File: src/rtl/rle_encoder.sv
// rtl/rle_encoder.sv - zero-run/value pair encoder for one block of zigzag-ordered coefficients
// Collects N_COEF coefficients, then presents the whole packed pair array until downstream takes it.
module rle_encoder #(
  parameter int N_COEF = 64,
  parameter int VAL_W  = 8,
  parameter int RUN_W  = 6,
  localparam int ENT_W = RUN_W + VAL_W,
  localparam int PTR_W = $clog2(N_COEF + 1),
  localparam int IDX_W = $clog2(N_COEF)
) (
  input  logic                      clk,
  input  logic                      rst,
  input  logic                      in_valid,
  output logic                      in_ready,
  input  logic [VAL_W-1:0]          in_data,
  output logic                      out_valid,
  input  logic                      out_ready,
  output logic [ENT_W*N_COEF-1:0]   data_out,
  output logic [PTR_W-1:0]          pair_count
);

  typedef enum logic {COLLECT, DONE} state_t;

  state_t             state;
  state_t             state_next;
  logic [IDX_W-1:0]   idx;
  logic [RUN_W-1:0]   run;
  logic [PTR_W-1:0]   wr_ptr;
  logic [ENT_W-1:0]   entries [N_COEF];

  logic accept;
  logic handoff;
  logic last_coef;
  logic write_entry;

  assign last_coef   = (idx == IDX_W'(N_COEF - 1));
  // The final coefficient always closes the block with a pair, even if zero.
  assign write_entry = accept && ((in_data != '0) || last_coef);

  always_ff @(posedge clk) begin
    if (rst) begin
      state <= COLLECT;
    end else begin
      state <= state_next;
    end
  end

  always_comb begin
    state_next = state;
    in_ready   = 1'b0;
    out_valid  = 1'b0;
    accept     = 1'b0;
    handoff    = 1'b0;
    case (state)
      COLLECT: begin
        in_ready = 1'b1;
        accept   = in_valid;
        if (in_valid && last_coef) begin
          state_next = DONE;
        end
      end
      DONE: begin
        out_valid = 1'b1;
        if (out_ready) begin
          handoff    = 1'b1;
          state_next = COLLECT;
        end
      end
      default: state_next = COLLECT;
    endcase
  end

  always_ff @(posedge clk) begin
    if (rst || handoff) begin
      idx    <= '0;
      run    <= '0;
      wr_ptr <= '0;
      for (int k = 0; k < N_COEF; k++) begin
        entries[k] <= '0;
      end
    end else if (accept) begin
      idx <= idx + IDX_W'(1);
      if (write_entry) begin
        entries[wr_ptr[IDX_W-1:0]] <= {run, in_data};
        wr_ptr <= wr_ptr + PTR_W'(1);
        run    <= '0;
      end else begin
        run <= run + RUN_W'(1);
      end
    end
  end

  assign pair_count = wr_ptr;

  // Entry 0 sits at the MSBs so the decoder can consume from the top down.
  for (genvar k = 0; k < N_COEF; k++) begin : g_pack
    assign data_out[ENT_W*(N_COEF-k)-1 -: ENT_W] = entries[k];
  end

endmodule
File: config.mk
export PLATFORM = sky130hd
export DESIGN_NAME = rle_encoder
export DESIGN_NICKNAME = d
export VERILOG_FILES = /design/src/rtl/rle_encoder.sv
export SDC_FILE = /design/constraint.sdc
export NUM_CORES = 1
export LEC_CHECK = 0
export CORE_AREA = 2 2 360 362
export CTS_BUF_LIST = sky130_fd_sc_hd__clkbuf_16
export CTS_CLUSTER_SIZE = 12
export DETAILED_ROUTE_END_ITERATION = 16
export DIE_AREA = 0 0 362 364
export GPL_TIMING_DRIVEN = 0
export SLEW_MARGIN = 20
export SYNTH_ARGS = -nofsm -noshare
export SYNTH_HDL_FRONTEND = slang
export SYNTH_SLANG_ARGS = --single-unit
File: constraint.sdc
create_clock -name clk -period 6.25 [get_ports clk]
set_input_delay 1.875 -clock clk [delete_from_list [all_inputs] [get_ports clk]]
set_output_delay 1.875 -clock clk [all_outputs]
set_load 0.02 [all_outputs]
**Yosys cells after proc, flatten, opt, wreduce, memory -nomap -nowiden**

Memories as Yosys holds them, arrays and structs flattened.
Cells that the tools add are included.

- Register bits after elaboration: 20
- Memory bits (writable): 896
- Bits of input ports: 12
- Word-level logic and storage cells: 35
- Memories kept: 1

- $add $sub $neg: 3
- Equal/unequal tests: 1
- Multiplexer cells: 18
- Bitwise operators: 1
- Reductions and logical operators: 7

Memories:

| name | words | width | read ports | clocked after Yosys merged registers in | write ports | line | RTL |
|---|---|---|---|---|---|---|---|
| entries | 64 | 14 | 64 | 0 | 64 | 29 | `logic [ENT_W-1:0] entries [N_COEF];` |

Operators by type and width:

| kind | count |
|---|---|
| 1-bit 2-to-1 mux | 14 |
| 14-bit 2-to-1 mux | 1 |
| 14-bit OR reduction | 1 |
| 6-bit by 1-bit adder with 6-bit output, second input constant | 2 |
| 6-bit 2-to-1 mux | 2 |
| 8-bit nonzero test | 1 |
| 7-bit by 1-bit adder with 7-bit output, second input constant | 1 |
| 6-bit == test, second input constant | 1 |
| 1-bit logical AND | 2 |
| 1-bit logical OR | 2 |
| 1-bit case mux with 2 select lines | 1 |
| 2-bit AND reduction | 1 |
| 1-bit NOT | 1 |

**Depth between registers and ports, before layout**

- Word-level depth: 9
- Gate-level depth with buffers: 9
- Depth with buffers taken out: 5

**Least setup slack after synthesis**

Ideal clock, no wire load.

- Kind: in2reg
- Start point: input in_valid
- End point: memory entries[37][0] (netlist name) (enable)
- Setup time: 0.404 ns
- Data arrival time: 3.997 ns
- Setup slack: 1.849 ns
- Cell stages on the path: 7
- Cells stage by stage: and4b_1 > and4_1 > buf_2 > buf_4 > o211ai_2 > buf_2 > o21ai_0

RTL lines:

| element | line | RTL |
|---|---|---|
| from (decl) | 13 | `input logic in_valid,` |
| to (decl) | 29 |  |

==> results.md <==
- Deepest clock path buffer count: 3
- Die Footprint: 131,800 µm²
- Max VDD drop: about 0.00025 V
- Die Ht: roughly 360 µm
- Endpoints failing setup: 0
- Hold path depth: 2
- Grt total ovfl: 0
- Width of the die: roughly 360 µm
- FMAX: roughly 180 MHz
- Crit path cell chain: clkdlybuf4s50_1 -> or4_1 -> o21a_1 -> buf_2 -> buf_6 -> o211ai_2 -> buf_2 -> nand2_1
- Worst reg2reg path depth: 6
- Worst Hold Launch: pair_count[6]
- Sequential share of power: 50.2%
- Sw frac: between 20% and 30%
- CTS tree: yes
- CTS Buf Count: between 90 and 100
- Rows: 132
- Post-CTS sizing: 0
- Initial core utilization: between 20% and 30%
- Final RePlAce weighted congestion: about 0.87
- Total chip power: 14,080 µW
- H-tree Lvls: 3
- Final Skew: 0.05444 ns
- WL final: 153,400 µm
- Drt wl/cell: 29.57 µm
- Core area: approximately 130,000 µm²
- Layout cell share with drive strength beyond 1: between 10% and 20%
- CTS clock-pin slew for the worst setup and hold paths: roughly 0.060 ns
- Sw Pwr: between 3000 and 4000 µW
- Setup tns final: 0 ns
- Mapped Area: 33,560 µm²
- Hold_buf cts: 0
- Cell Int Power: about 11,000 µW
- Syn nets: around 2,400
- Vias per cell: between 4 and 5
- Hold Slack: 0.4851 ns
- Initial antenna violation count: 13
- Pre-Repair DR Iteration Count: 5
- R2R Setup Slk: a little over 2 ns
- Reg2Reg Capture Point: entries[31][3]
- GRT Total Usage: 22.63%
- First-pass GRT wire length: ~200,000 µm
- R2R Path Start: pair_count[0]
- Warnings from Yosys: 0
- RSZ-0062 raised after global routing: false
- Detailed Route Iter0 Violations: ~2,900
- Remaining DRCs: 0
- Most common cell after layout, fill and taps aside: clkdlybuf4s50_1
- Slew margin rel.: 27.87%
- Via count: roughly 24,000
- Measured slew at the worst slew-check pin: around 1.1 ns
- FF+latch count, synth: about 920
- Max Cap Viol: 0
- Avg Cell Area, Syn: between 10 and 15 µm²
- Post-DP HPWL: between 100,000 and 150,000 µm
- Power Density: about 290 nW/µm²
- Area grow syn2layout: 46.40%
- Final ANT Viol Nets: 0
- Status: completed
- Crit path largest cell delay: ~0.96 ns
- Final slew viol count: 0
- Seq/Total Area, Yosys: between 80% and 90%
- Placed cell areas: 46,040 µm²
- Critical path fanouts, max: 14
- Clk pwr share: between 40% and 50%
- Worst min-delay path class: flip-flop to flip-flop
- Final period util: 90.94%
- Commonest cells after routing, fill and taps aside: clkdlybuf4s50_1, edfxtp_1, nor2_1, nand2_1, clkbuf_16
- Gate Count Post-Synth: ~2,400
- Most used cell, CP: buf_2
- Crit path time final: approximately 5.7 ns
- Startpoint types: input port
- IO Count: around 920
- Number of global-route vias before repair: about 24,000
- CTS sink cnt: roughly 920
- Clock latency on the worst-skew pair: between 0.7 and 0.8 ns
- CP max-delay cell: clkdlybuf4s50_1
- CP Class: input port to flip-flop
- Final hold vios: 0
- Root Buffer: clkbuf_16
- Largest net degree at the start of global routing: 17
- # nets final: roughly 3,500
- CP endpoint kind: flip-flop
- Hold path endpoint: pair_count[6]
- Final instance area: 49,140 µm²
- Post-CTS Setup Bufs: 0
- Worst Path Required: 6.44 ns
- Port Buffer Count: between 900 and 1,000
- Power share of the combinational group: under 10%
- Synth cell types: 45
- Cell leakage power: 0.01631 µW
- Worst path arrival time: 5.87 ns
## cell families (layout without fill, tap and decap cells)
| logic type | Yosys count | after routing | share of synthesized area [%] |
|---|---|---|---|
| and+or+nand+nor | 1165 | 1165 | 13.55 |
| adders and majority gates | 3 | 3 | 0.1118 |
| buffers and inverters | 160 | 1316 | 2.621 |
| other | 0 | 3 | 0 |
| AOI/OAI and AO/OA | 95 | 95 | 1.980 |
| xor gates and xnor gates | 9 | 9 | 0.2349 |
| muxes | 5 | 5 | 0.1491 |
| DFF | 916 | 916 | 81.36 |
## Yosys cell counts (all sizes together)
cell type  instances  area [µm²]
nor2             897        3367
or3                1       6.260
inv                1       3.750
nand3              4       20.02
and3b              4       35.03
a21o               1       7.510
xnor2              1       8.760
and2               4       25.02
and3              16       100.1
a21oi              4       20.02
o2111ai            2       17.52
xor2               8       70.07
clkbuf            57       214.0
edfxtp           896       26910
o31ai              1       7.510
and4b              2       20.02
or3b               2       17.52
nand4              4       25.02
a211o              1       8.760
nand3b             3       22.52
a21boi             1       7.510
nand2            210       788.3
nor2b              1       6.260
o21a               1       7.510
nor3b              2       20.02
o211ai            20       261.5
o21ai             61       305.3
ha                 3       37.54
nor3               4       20.02
a211oi             2       15.01
o22ai              1       6.260
and4               1       8.760
or2                2       12.51
mux2i              5       50.05
buf              102       661.9
dfxtp             20       400.4
or4                2       15.01
nand2b             6       37.54
## flip-flops by register name (all words and copies together) (netlist names)
signal and flops:
state 1, entries 896, run 6, idx 6, pair_count 7
## cell type report
cell class,count,area [µm²]
diodes,3,7.507
flip-flops and latches,916,27310
inverters,1,3.754
fillers,12101,79190
clock buffers,99,2477
plain buffers,159,900.9
well taps,1675,2096
multi-input cells,1277,5640
clock inverters,75,616.8
repair buffers,982,10090
## how the worst max path moves through the flow
stage / to / slack (ns) / cells past startpoint / start
2_1_floorplan: entries[37][0] / 1.85 / 7 / in_valid
3_3_place_gp: entries[63][8] / -1.73 / 7 / in_data[3]
3_5_place_dp: entries[31][2] / -0.04 / 8 / in_data[3]
4_1_cts: entries[31][13] / 0.74 / 8 / in_data[3]
5_1_grt: entries[31][3] / 0.59 / 8 / in_data[3]
6_report: entries[31][3] / 0.57 / 8 / in_data[3]
## stage by stage
step	std cells	util, %	setup slack, ns
after floorplan	2353	-	1.849
after global placement	4944	34.93	-1.735
after detailed placement	5010	35.87	-0.04093
after CTS	5184	38.29	0.7375
after global routing	5184	38.29	0.5856
final	5187	38.29	0.5662
## power by group through the flow
stage	logic (µW)	clock network, µW	registers (µW)
2_1_floorplan	179	0	7500
3_3_place_gp	1270	0	7210
3_5_place_dp	1350	0	7190
4_1_cts	1350	5740	7070
5_1_grt	1380	5970	7080
6_report	1340	5680	7060
## routing by layer
layer | global-route usage [%] | part of all wire, % | up-vias
met4 | 6.822 | 2.7 | 0
li1 | - | - | 10326
met2 | 37.67 | 48 | 1404
met1 | 28.55 | 40 | 12252
met5 | 0 | 0 | -
met3 | 6.418 | 9.4 | 198
## worst max-delay path, delay by kind of cell
kind | cells | cell delay [ns]
buffers and inverters | 4 | 1.74
AO/OA/AOI/OAI | 2 | 0.76
AND/OR/NAND/NOR | 2 | 1.46
(Power assumes the default switching activity.)
